## config.mk

```make
export PLATFORM = sky130hd
export DESIGN_NAME = ext_obi_copy_master
export DESIGN_NICKNAME = d
export VERILOG_FILES = /design/src/rtl/ext_obi_copy_master.sv
export SDC_FILE = /design/constraint.sdc
export NUM_CORES = 1
export LEC_CHECK = 0
export BUFFER_PORTS_ARGS = -buffer_cell sky130_fd_sc_hd__buf_2
export CORE_ASPECT_RATIO = 2
export CORE_UTILIZATION = 50
export DETAILED_ROUTE_END_ITERATION = 10
export PLACE_DENSITY_LB_ADDON = 0.15
export RECOVER_POWER = 100
export SETUP_SLACK_MARGIN = 0.15
export SLEW_MARGIN = 25
export SYNTH_ARGS = -nofsm -noshare
export SYNTH_HDL_FRONTEND = slang
export SYNTH_SLANG_ARGS = --single-unit
export TNS_END_PERCENT = 30
```

## constraint.sdc

```tcl
create_clock -name clk_i -period 6.1 [get_ports clk_i]
set_clock_uncertainty 0.05 [all_clocks]
set_input_delay 0.305 -clock clk_i [delete_from_list [all_inputs] [get_ports clk_i]]
set_output_delay 0.305 -clock clk_i [all_outputs]
set_load 0.05 [all_outputs]
```

## src/rtl/ext_obi_copy_master.sv

```systemverilog
`timescale 1ns/1ps
// ext_obi_copy_master: register-programmed block-copy engine driving one OBI master port.
// Moves LEN 32-bit words from SRC to DST with a single outstanding transaction.

package ext_obi_copy_master_pkg;

  typedef struct packed {
    logic [31:0] addr;
    logic        write;
    logic [31:0] wdata;
    logic [3:0]  wstrb;
    logic        valid;
  } reg_req_t;

  typedef struct packed {
    logic [31:0] rdata;
    logic        error;
    logic        ready;
  } reg_rsp_t;

  typedef struct packed {
    logic        req;
    logic        we;
    logic [3:0]  be;
    logic [31:0] addr;
    logic [31:0] wdata;
  } obi_req_t;

  typedef struct packed {
    logic        gnt;
    logic        rvalid;
    logic [31:0] rdata;
  } obi_resp_t;

endpackage

module ext_obi_copy_master
  import ext_obi_copy_master_pkg::*;
(
  input  logic      clk_i,
  input  logic      rst_ni,
  input  reg_req_t  reg_req_i,
  output reg_rsp_t  reg_rsp_o,
  output obi_req_t  master_req_o,
  input  obi_resp_t master_resp_i,
  output logic      intr_o
);

  localparam int unsigned AW = 32;
  localparam int unsigned DW = 32;
  localparam int unsigned LW = 16;
  localparam int unsigned OW = 5;

  localparam logic [OW-1:0] OFF_SRC    = 5'h00;
  localparam logic [OW-1:0] OFF_DST    = 5'h04;
  localparam logic [OW-1:0] OFF_LEN    = 5'h08;
  localparam logic [OW-1:0] OFF_CTRL   = 5'h0C;
  localparam logic [OW-1:0] OFF_STATUS = 5'h10;
  localparam logic [3:0]    BE_ALL     = 4'hF;

  typedef enum logic [2:0] {
    S_IDLE,
    S_RD_REQ,
    S_RD_WAIT,
    S_WR_REQ,
    S_WR_WAIT
  } state_e;

  state_e        state_q;
  logic [AW-1:0] src_q, dst_q;
  logic [LW-1:0] len_q;
  logic [AW-1:0] rd_ptr_q, wr_ptr_q;
  logic [LW-1:0] cnt_q;
  logic          done_q;
  logic          intr_q;
  obi_req_t      req_q;

  logic          busy_c;
  logic [OW-1:0] off_c;
  logic [DW-1:0] rdata_c;
  logic          err_c;
  logic          wr_src_c, wr_dst_c, wr_len_c, start_c;
  logic          unused_bits;

  assign busy_c      = (state_q != S_IDLE);
  assign off_c       = reg_req_i.addr[OW-1:0];
  assign unused_bits = ^{reg_req_i.addr[AW-1:OW], reg_req_i.wstrb};

  // Config slave decode: combinational response, writes blocked while busy.
  always_comb begin
    rdata_c  = '0;
    err_c    = 1'b0;
    wr_src_c = 1'b0;
    wr_dst_c = 1'b0;
    wr_len_c = 1'b0;
    start_c  = 1'b0;
    if (reg_req_i.valid) begin
      unique case (off_c)
        OFF_SRC: begin
          rdata_c = src_q;
          if (reg_req_i.write) begin
            err_c    = busy_c;
            wr_src_c = !busy_c;
          end
        end
        OFF_DST: begin
          rdata_c = dst_q;
          if (reg_req_i.write) begin
            err_c    = busy_c;
            wr_dst_c = !busy_c;
          end
        end
        OFF_LEN: begin
          rdata_c = DW'(len_q);
          if (reg_req_i.write) begin
            err_c    = busy_c;
            wr_len_c = !busy_c;
          end
        end
        OFF_CTRL: begin
          if (reg_req_i.write) begin
            err_c   = busy_c;
            start_c = !busy_c && reg_req_i.wdata[0];
          end
        end
        OFF_STATUS: begin
          rdata_c = {{(DW-2){1'b0}}, done_q, busy_c};
          err_c   = reg_req_i.write;
        end
        default: err_c = 1'b1;
      endcase
    end
  end

  assign reg_rsp_o    = '{rdata: rdata_c, error: err_c, ready: 1'b1};
  assign master_req_o = req_q;
  assign intr_o       = intr_q;

  // Config registers, copy FSM and registered OBI request.
  always_ff @(posedge clk_i or negedge rst_ni) begin
    if (!rst_ni) begin
      state_q  <= S_IDLE;
      src_q    <= '0;
      dst_q    <= '0;
      len_q    <= '0;
      rd_ptr_q <= '0;
      wr_ptr_q <= '0;
      cnt_q    <= '0;
      done_q   <= 1'b0;
      intr_q   <= 1'b0;
      req_q    <= '0;
    end else begin
      intr_q <= 1'b0;
      if (wr_src_c) src_q <= {reg_req_i.wdata[AW-1:2], 2'b00};
      if (wr_dst_c) dst_q <= {reg_req_i.wdata[AW-1:2], 2'b00};
      if (wr_len_c) len_q <= reg_req_i.wdata[LW-1:0];

      unique case (state_q)
        S_IDLE: begin
          if (start_c) begin
            if (len_q != '0) begin
              rd_ptr_q <= src_q;
              wr_ptr_q <= dst_q;
              cnt_q    <= len_q;
              done_q   <= 1'b0;
              req_q    <= '{req: 1'b1, we: 1'b0, be: BE_ALL, addr: src_q, wdata: '0};
              state_q  <= S_RD_REQ;
            end else begin
              done_q <= 1'b1;
              intr_q <= 1'b1;
            end
          end
        end
        S_RD_REQ: begin
          if (master_resp_i.gnt) begin
            req_q   <= '0;
            state_q <= S_RD_WAIT;
          end
        end
        S_RD_WAIT: begin
          // The request's wdata field doubles as the word buffer.
          if (master_resp_i.rvalid) begin
            req_q   <= '{req: 1'b1, we: 1'b1, be: BE_ALL, addr: wr_ptr_q,
                         wdata: master_resp_i.rdata};
            state_q <= S_WR_REQ;
          end
        end
        S_WR_REQ: begin
          if (master_resp_i.gnt) begin
            req_q   <= '0;
            state_q <= S_WR_WAIT;
          end
        end
        S_WR_WAIT: begin
          if (master_resp_i.rvalid) begin
            rd_ptr_q <= rd_ptr_q + AW'(4);
            wr_ptr_q <= wr_ptr_q + AW'(4);
            cnt_q    <= cnt_q - LW'(1);
            if (cnt_q == LW'(1)) begin
              done_q  <= 1'b1;
              intr_q  <= 1'b1;
              state_q <= S_IDLE;
            end else begin
              req_q   <= '{req: 1'b1, we: 1'b0, be: BE_ALL, addr: rd_ptr_q + AW'(4),
                           wdata: '0};
              state_q <= S_RD_REQ;
            end
          end
        end
        default: begin
          req_q   <= '0;
          state_q <= S_IDLE;
        end
      endcase
    end
  end

endmodule

```

# Word-level counts from Yosys, hierarchy flattened
# Cells that the tools add are included.
[word_totals]
regBits = 231
out_inout_bits = 105
word_cells = 99
[op_classes]
add_sub_neg = 3
n_eq_ne = 18
n_mux = 51
reduce_logical = 13
[ops]
columns = ["cell", "count"]
rows = [
  ["$mux W70", 6],
  ["$pmux W70 S4", 1],
  ["$mux W32", 7],
  ["$pmux W32 S2", 2],
  ["$pmux W32 S4", 1],
  ["$add A32 B3 Y32 const B", 2],
  ["$mux W16", 3],
  ["$pmux W16 S2", 1],
  ["$mux W1", 20],
  ["$mux W3", 6],
  ["$eq A16 B1 Y1 const B", 1],
  ["$ne A2 B2 Y1 const B", 8],
  ["$reduce_bool A16 Y1", 1],
  ["$sub A16 B1 Y16 const B", 1],
  ["$pmux W3 S5", 1],
  ["$reduce_and A6 Y1", 2],
  ["$eq A5 B4 Y1 const B", 2],
  ["$reduce_and A4 Y1", 2],
  ["$eq A3 B2 Y1 const B", 2],
  ["$pmux W1 S2", 3],
  ["$eq A5 B3 Y1 const B", 1],
  ["$eq A5 B5 Y1 const B", 1],
  ["$logic_not A5 Y1", 1],
  ["$reduce_or A4 Y1", 1],
  ["9 further kinds", 9],
]

# Longest topological paths before layout
# Gate-level depths: netlist (run 1).
[logic_depth]
ltp_word = 8
depth_mapped = 11

# Worst setup path after synthesis (run 1)
# OpenSTA, ideal clock, no wires.
[synth_timing]
kind = "input-to-output"
from = "input port reg_req_i[40] (netlist bit)"
to = "output port reg_rsp_o[23] (netlist bit)"
t_arrival_ns = 2.366
setup_slack_ns = 3.379
cell_stages = 6
cell_sequence = "buf_4 or4b_1 nor2_1 clkbuf_1 a22oi_1 nor2_1"
[synth_rtl]
columns = ["item", "line_no", "text"]
rows = [
  ["start: declaration", "42", "input reg_req_t reg_req_i,"],
  ["end: declaration", "43", "output reg_rsp_t reg_rsp_o,"],
]

==> implementation parameters, run 1 <==
Parameter                              Value

Yosys
  Number of instances in the synthesized netlist    1271
  Fraction of registers with async set or reset after synthesis    100%
  Sequential share of the synthesized area    47.5%
  Average cell area after synthesis    9.15 µm²
  Dominant register cell in the synthesized netlist    sky130_fd_sc_hd__dfrtp_1
  Synth unique cells    53
  Number of synthesized flops with an enable pin    0
  Synth Cell Area    0.0116 mm²
  #FFs+latches synth    221
  Yosys warning count    0

Setup path
  Worst reg2reg path startpoint    state_q[1]$_DFFE_PN0P_
  Slowest-stage cell, CP    sky130_fd_sc_hd__nor3b_1
  Type of the worst setup path    in -> out
  WP depth    6
  Largest stage delay on the critical path    2310 ps
  Reg2reg path depth    6
  Setup crit end kind    primary output
  Cell Chain, Critical Path    clkbuf_1, nor3_1, nor3b_1, a22oi_1, nor2_1, clkbuf_1
  Critical Path Most Common Cell    sky130_fd_sc_hd__clkbuf_1
  Highest fanout seen on the critical path    17
  Flop2flop setup slack    1550 ps
  Category of cells accounting for the largest share of critical-path delay    simple AND/OR/NAND/NOR gates
  Arrival time of the worst setup path    4240 ps
  RR Endpoint    wr_ptr_q[17]$_DFFE_PN0P_
  Data required time of the critical path    5740 ps
  Buf+Inv Stages, Crit Path    2
  Category of the worst setup path launch point    primary input

CTS
  Clock transition at the register clock pins on the worst setup and hold paths after CTS    70 ps
  Number of hold-repair buffers added at the cts stage    58
  Clock tree from TritonCTS    done
  Total number of clock tree sinks    221
  Clock Tree Buf Depth    3
  Clock root buffer    sky130_fd_sc_hd__clkbuf_16
  Resize count post-CTS    0
  Latest clock arrival within the worst-skew pair    520 ps
  TritonCTS Buffers    21
  Post-CTS Repair Setup Buffers    0
  Number of levels the H-tree was split into    1

Global routing
  GR Overflow Total    0
  Maximum number of pins on one net before global-route repair    164
  Number of global-route vias before repair    10498
  Initial antenna violation count    0
  Wire length of the first global-routing pass    56600 µm
  Overall track demand over capacity in global routing    31.4%

Timing
  FMAX    218 MHz
  Slew at the pin closest to its max-slew limit    2990 ps
  Fin. max-slew vios    387
  Worst max-slew margin expressed relative to the limit    -99.6%
  Number of hold violations in the final report    0
  Smallest setup slack after layout    1510 ps
  RSZ-0062 raised after global routing    false
  Crit path time final    4590 ps
  Portion of the clock cycle consumed by the worst path in the final layout    75.3%
  Setup violations, final    0
  Sum of negative setup slack    0 ps

Detailed routing
  First-pass iteration count of the detailed router    7
  Number of routed nets with antenna violations    0
  Iteration-0 DRC Markers    851
  Post-route DRC    0
  Average wire per cell in the routed design    21.1 µm
  Via count    10565
  Total length of routed wires    36600 µm
  Mean number of vias per cell    6.10

Power and ir drop
  VDD IR max    0.000386 V
  Cell Pwr Density    430 mW/mm²
  Internal portion of total power    3310 µW
  Net switching power    2580 µW
  Switching power share of the total    43.8%
  Leakage Power    0.00573 µW
  Part of the total power dissipated in sequential elements    40.6%
  Clock Power Share    23.0%
  Share of total power in combinational logic    36.4%

Cells and area
  Final core utilization    60.1%
  Layout fillers    2126
  Area Growth Syn to Fin    17.6%
  Post-route insts no fill    1732
  Count of inserted antenna diode cells    0
  Fraction of final layout cells with drive strength greater than 1    13.9%
  Final Instance Area    0.0137 mm²
  Count of nets after finishing    1548

Outcome
  Violations in the final reports    capacitance limit, slew limit
  Status    finished, violations left

Floorplan
  Core area    0.0227 mm²
  Placement Rows    78
  Number of top-level pins    211
  Chip height    218 µm
  Chip width    110 µm
  Die area    0.0239 mm²
  Starting Density    51.2%

Place
  Detailed placer's ending HPWL    24800 µm
  Pre-CTS setup slack    2620 ps
  IO buf count    176
  Dpl cell area    0.0126 mm²
  Inst Count DP    1635
  Routability cong.    0.928

Hold path
  Worst Hold Endpoint    src_q[15]$_DFFE_PN0P_
  Hold path startpoint    reg_req_i[20]
  Class of the worst hold path    in -> reg
  Hold Path Stages    2

Flow run
  Count of maximum capacitance violations    7
## worst max path at each step
stage	start	endpoint	slack, ps
6_report	reg_req_i[39]	reg_rsp_o[32]	1510
5_1_grt	state_q[1]$_DFFE_PN0P_	rd_ptr_q[13]$_DFFE_PN0P_	1190
4_1_cts	state_q[1]$_DFFE_PN0P_	wr_ptr_q[17]$_DFFE_PN0P_	2590
3_5_place_dp	state_q[1]$_DFFE_PN0P_	wr_ptr_q[17]$_DFFE_PN0P_	2620
3_3_place_gp	state_q[1]$_DFFE_PN0P_	wr_ptr_q[17]$_DFFE_PN0P_	2670
2_1_floorplan	reg_req_i[40]	reg_rsp_o[23]	3380
## synth_stat cells (all sizes together) (16+ instances only)
master,instances,area (µm²)
mux2i,22,220
o22ai,18,113
a22oi,25,188
nand2,157,589
clkbuf,74,278
nor3,24,120
a222oi,21,210
a21oi,102,510
o21ai,113,566
o22a,16,140
nor4,17,121
nor2,134,503
nand3,44,220
xnor2,17,149
mux2,77,867
dfrtp,221,5530
a31oi,17,106
buf,33,189
nand4,19,119
## area by class of cell
class / instances / area [µm²] / share of cell area (%)
tap: 280 / 350 / 2.56
multi-input combinational: 931 / 5590 / 40.9
clock inverter: 9 / 129 / 0.942
sequential: 221 / 5530 / 40.4
inverter: 13 / 48.8 / 0.357
timing repair buffer: 250 / 1460 / 10.7
clock buffer: 28 / 562 / 4.11
## power by group through the flow
stage | combinational, µW | sequential, µW | clock, µW
after global placement | 2090 | 2380 | 0
final | 2140 | 2390 | 1350
after detailed placement | 2130 | 2400 | 0
after CTS | 2170 | 2370 | 1380
after floorplan | 1350 | 2540 | 0
after global routing | 2330 | 2440 | 1440
## registers in the layout, summed over array words and instances (netlist names)
signal        flops
state_q           3
done_q            1
rd_ptr_q         30
len_q            16
dst_q            30
wr_ptr_q         30
master_req_o     64
intr_o            1
src_q            30
cnt_q            16
## routing by layer
| metal | wire length [µm] | track usage (%) |
|---|---|---|
| met3 | 1290 | 3.47 |
| met1 | 12700 | 32.3 |
| met4 | 2720 | 22.0 |
| met2 | 19900 | 57.2 |
| met5 | 0 | 0 |
## cell families (layout without fill, tap and decap cells)
logic type / Yosys count / after routing / share of synthesized area, %
other cells: 2 / 3 / 0.0646
mux: 99 / 99 / 9.35
buf+inv: 120 / 300 / 4.43
fa+ha+maj: 4 / 4 / 0.430
xor+xnor: 29 / 29 / 2.18
compound gates: 362 / 362 / 19.4
flops: 221 / 221 / 47.5
simple gates: 434 / 434 / 16.6
## cells in the final DEF (no fill, tap or decap), drive strengths merged, types with 3 or more instances in the layout
cell type,synthesis,routed
o22a,16,16
a31oi,17,17
o31ai,14,14
o211ai,4,4
nor4,17,17
dfrtp,221,221
buf,33,82
dlygate4sd3,0,59
mux2,77,77
and2,4,4
mux2i,22,22
nand3,44,44
and4,3,3
inv,13,14
nor3,24,24
o21a,3,3
ha,4,4
and3,8,8
nor2,134,134
o2bb2ai,3,3
a222oi,21,21
or4,3,3
or3,7,7
nor2b,4,4
nand2,157,157
bufinv,0,3
xor2,12,12
clkinv,0,3
clkbuf,74,137
nand4,19,19
conb,2,3
xnor2,17,17
a2bb2oi,12,12
o21ai,113,113
o22ai,18,18
or2,4,4
a22oi,25,25
a21oi,102,102
a211oi,4,4
## worst reg2reg max path: stages, from the launching register on
cell and delay, ps:
sky130_fd_sc_hd__dfrtp_1 630, sky130_fd_sc_hd__or3_1 610, sky130_fd_sc_hd__nor4_1 970, sky130_fd_sc_hd__o22a_2 240, sky130_fd_sc_hd__clkbuf_2 1260, sky130_fd_sc_hd__o21ai_0 350, sky130_fd_sc_hd__a22o_1 310
## stage by stage
stage	total power (µW)	hold WS, ps
floorplan	3890	-40.6
global placement	4470	366
detailed placement	4530	370
CTS	5920	1.97
global route	6210	6.28
finish	5880	11.3
(Power assumes the default switching activity.)
==> inputs of run 2 (changes only) <==
==> constraint.sdc (replaced) <==
create_clock -name clk_i -period 4.8 [get_ports clk_i]
set_clock_uncertainty 0.05 [all_clocks]
set_input_delay 0.24 -clock clk_i [delete_from_list [all_inputs] [get_ports clk_i]]
set_output_delay 0.24 -clock clk_i [all_outputs]
set_load 0.05 [all_outputs]
==> run 2 against run 1 <==
Total power is 26% higher. Critical endpoint is now rd_ptr_q[12]$_DFFE_PN0P_. Die area stayed put. Via count is 0.55% higher. Setup slack worse by 650 ps. Critical path type is now reg -> reg. The flow still finishes with violations (capacitance limit, slew limit). Global-route usage is 0.17 points lower. Sequential share of layout area is 0.40 points lower. Clock power is 21% higher.
==> implementation parameters, run 2 (synthesized netlist as in run 1, its figures left out) <==
Parameter                              Value

Setup path
  Reg2reg path depth    7 (was 6)
  Flop2flop setup slack    860 ps (was 1550 ps)
  Largest stage delay on the critical path    1590 ps (was 2310 ps)
  Worst reg2reg path startpoint    len_q[14]$_DFFE_PN0P_ (was state_q[1]$_DFFE_PN0P_)
  Critical Path Most Common Cell    sky130_fd_sc_hd__a21oi_1 (was sky130_fd_sc_hd__clkbuf_1)
  Category of cells accounting for the largest share of critical-path delay    compound AO/OA/AOI/OAI gates (was simple AND/OR/NAND/NOR gates)
  Category of the worst setup path launch point    flip-flop (was primary input)
  Setup crit end    rd_ptr_q[12]$_DFFE_PN0P_ (was reg_rsp_o[32])
  Slowest-stage cell, CP    sky130_fd_sc_hd__o22ai_1 (was sky130_fd_sc_hd__nor3b_1)
  WP depth    7 (was 6)
  Highest fanout seen on the critical path    23 (was 17)
  Arrival time of the worst setup path    4270 ps (was 4240 ps)
  Buf+Inv Stages, Crit Path    1 (was 2)
  Data required time of the critical path    5130 ps (was 5740 ps)
  CP startpoint    len_q[14]$_DFFE_PN0P_ (was reg_req_i[39])
  Type of the worst setup path    reg -> reg (was in -> out)
  Setup crit end kind    flip-flop (was primary output)
  RR Endpoint    rd_ptr_q[12]$_DFFE_PN0P_ (was wr_ptr_q[17]$_DFFE_PN0P_)
  Cell Chain, Critical Path    nor4_1, nand4_1, o22ai_1, buf_4, a21oi_1, nor2_1, a21oi_1 (was clkbuf_1, nor3_1, nor3b_1, a22oi_1, nor2_1, clkbuf_1)

Cells and area
  Final Instance Area    0.0138 mm² (was 0.0137 mm²)
  Leading cell types in the layout, fill and taps excluded    221 x sky130_fd_sc_hd__dfrtp_1, 157 x sky130_fd_sc_hd__nand2_1, 132 x sky130_fd_sc_hd__nor2_1 (unchanged)
  Max FFs per register    64 (unchanged)
  Leading cell type in the layout, fill and taps excluded    sky130_fd_sc_hd__dfrtp_1 (unchanged)
  Count of inserted antenna diode cells    0 (unchanged)
  Count of nets after finishing    1567 (was 1548)
  Area Growth Syn to Fin    18.7% (was 17.6%)
  Fraction of final layout cells with drive strength greater than 1    14.3% (was 13.9%)

Detailed routing
  Via count    10623 (was 10565)
  First-pass iteration count of the detailed router    6 (was 7)
  Iteration-0 DRC Markers    727 (was 851)
  Average wire per cell in the routed design    21.0 µm (was 21.1 µm)
  Mean number of vias per cell    6.07 (was 6.10)
  Post-route DRC    0 (unchanged)
  Number of routed nets with antenna violations    0 (unchanged)
  Total length of routed wires    36700 µm (was 36600 µm)

Floorplan
  Core area    0.0227 mm² (unchanged)
  Starting Density    51.2% (unchanged)
  Placement Rows    78 (unchanged)
  Die area    0.0239 mm² (unchanged)
  Chip height    218 µm (unchanged)
  Number of top-level pins    211 (unchanged)
  Chip width    110 µm (unchanged)

Global routing
  Overall track demand over capacity in global routing    31.2% (was 31.4%)
  Wire length of the first global-routing pass    56200 µm (was 56600 µm)
  Met2 layer usage reported by global route    56.9% (was 57.2%)
  Initial antenna violation count    0 (unchanged)
  Top Usage Layer GRT    met2 (unchanged)
  Number of global-route vias before repair    10531 (was 10498)
  GR Util met1    31.0% (was 32.3%)
  Maximum number of pins on one net before global-route repair    128 (was 164)
  Met3 Usage GRT    3.02% (was 3.47%)
  GR Overflow Total    0 (unchanged)

Timing
  Number of hold violations in the final report    0 (unchanged)
  RSZ-0062 raised after global routing    false (unchanged)
  Sum of negative setup slack    0 ps (unchanged)
  Setup violations, final    0 (unchanged)
  Crit path time final    3940 ps
  Worst hold slack after final layout    110 ps (was 11.3 ps)
  Worst max-slew margin expressed relative to the limit    -64.8% (was -99.6%)
  Fin. max-slew vios    247 (was 387)
  Portion of the clock cycle consumed by the worst path in the final layout    82.1%
  FMAX    254 MHz
  Slew at the pin closest to its max-slew limit    2470 ps (was 2990 ps)

Place
  Detailed placer's ending HPWL    25400 µm (was 24800 µm)
  Routability cong.    0.908 (was 0.928)
  IO buf count    176 (unchanged)
  Dpl cell area    0.0126 mm² (about the same)

CTS
  Resize count post-CTS    0 (unchanged)
  Number of levels the H-tree was split into    1 (unchanged)
  Clock root buffer    sky130_fd_sc_hd__clkbuf_16 (unchanged)
  TritonCTS Buffers    22 (was 21)
  Total number of clock tree sinks    221 (unchanged)
  Clock tree from TritonCTS    done (unchanged)
  Latest clock arrival within the worst-skew pair    540 ps (was 520 ps)
  Post-CTS Repair Setup Buffers    0 (unchanged)
  Clock transition at the register clock pins on the worst setup and hold paths after CTS    70 ps (about the same)
  Clock Tree Buf Depth    3 (unchanged)

Flow run
  Count of maximum capacitance violations    6 (was 7)

Power and ir drop
  Leakage Power    0.00581 µW (was 0.00573 µW)
  Cell Pwr Density    538 mW/mm² (was 430 mW/mm²)
  Power Total    7430 µW (was 5880 µW)
  VDD IR max    0.000395 V (was 0.000386 V)

Hold path
  Class of the worst hold path    in -> reg (unchanged)

Outcome
  Violations in the final reports    capacitance limit, slew limit (unchanged)
  Status    finished, violations left (unchanged)
==> run 2: routing by layer <==
metal,share of wire [%],routed length [µm]
met1,34,12300
met4,8.4,3090
met5,0,0
met3,3.6,1330
met2,54,20000
==> run 2: worst reg2reg max path, stage by stage (launching register included) <==
cell and delay (ps):
sky130_fd_sc_hd__dfrtp_1 460, sky130_fd_sc_hd__nor4_1 570, sky130_fd_sc_hd__nand4_1 360, sky130_fd_sc_hd__o22ai_1 1590, sky130_fd_sc_hd__buf_4 490, sky130_fd_sc_hd__a21oi_1 80, sky130_fd_sc_hd__nor2_1 150, sky130_fd_sc_hd__a21oi_1 50
==> run 2: how the worst min path moves through the flow <==
| stage | start | endpoint | cells past startpoint |
|---|---|---|---|
| floorplan | rst_ni | cnt_q[0]$_DFFE_PN0P_ | 0 |
| global placement | rst_ni | master_req_o[13]$_DFFE_PN0P_ | 1 |
| detailed placement | rst_ni | master_req_o[13]$_DFFE_PN0P_ | 1 |
| CTS | reg_req_i[37] | done_q$_DFFE_PN0P_ | 4 |
| global route | reg_req_i[37] | done_q$_DFFE_PN0P_ | 4 |
| finish | reg_req_i[37] | done_q$_DFFE_PN0P_ | 4 |
==> run 2: per-stage QoR <==
stage	setup WS [ps]	instances	utilization [%]
final	857	1751	60.7
after global routing	653	1751	60.7
after CTS	1410	1749	61.5
after detailed placement	1420	1643	55.6
after global placement	1470	1643	55.6
after floorplan	2210	1272	-
==> run 2: timing repair <==
action	in CTS	in global routing
setup endpoints to repair	0	0
hold endpoints to repair	205	0
hold buffers	68	0
==> run 2: final cells by class <==
cell class,instances,area (µm²)
clock buffer,28,583
clock inverter,10,75.1
fill,2088,8930
inverter,13,48.8
multi-input combinational,931,5590
sequential,221,5530
tap,280,350
timing repair buffer,268,1640
==> run 2: power by group <==
group / leakage [µW] / internal (µW) / switching [µW]
Combinational: 0.00255 / 870 / 1870
Clock: 0.000326 / 868 / 766
Sequential: 0.00293 / 2380 / 667
Total: 0.00581 / 4120 / 3310
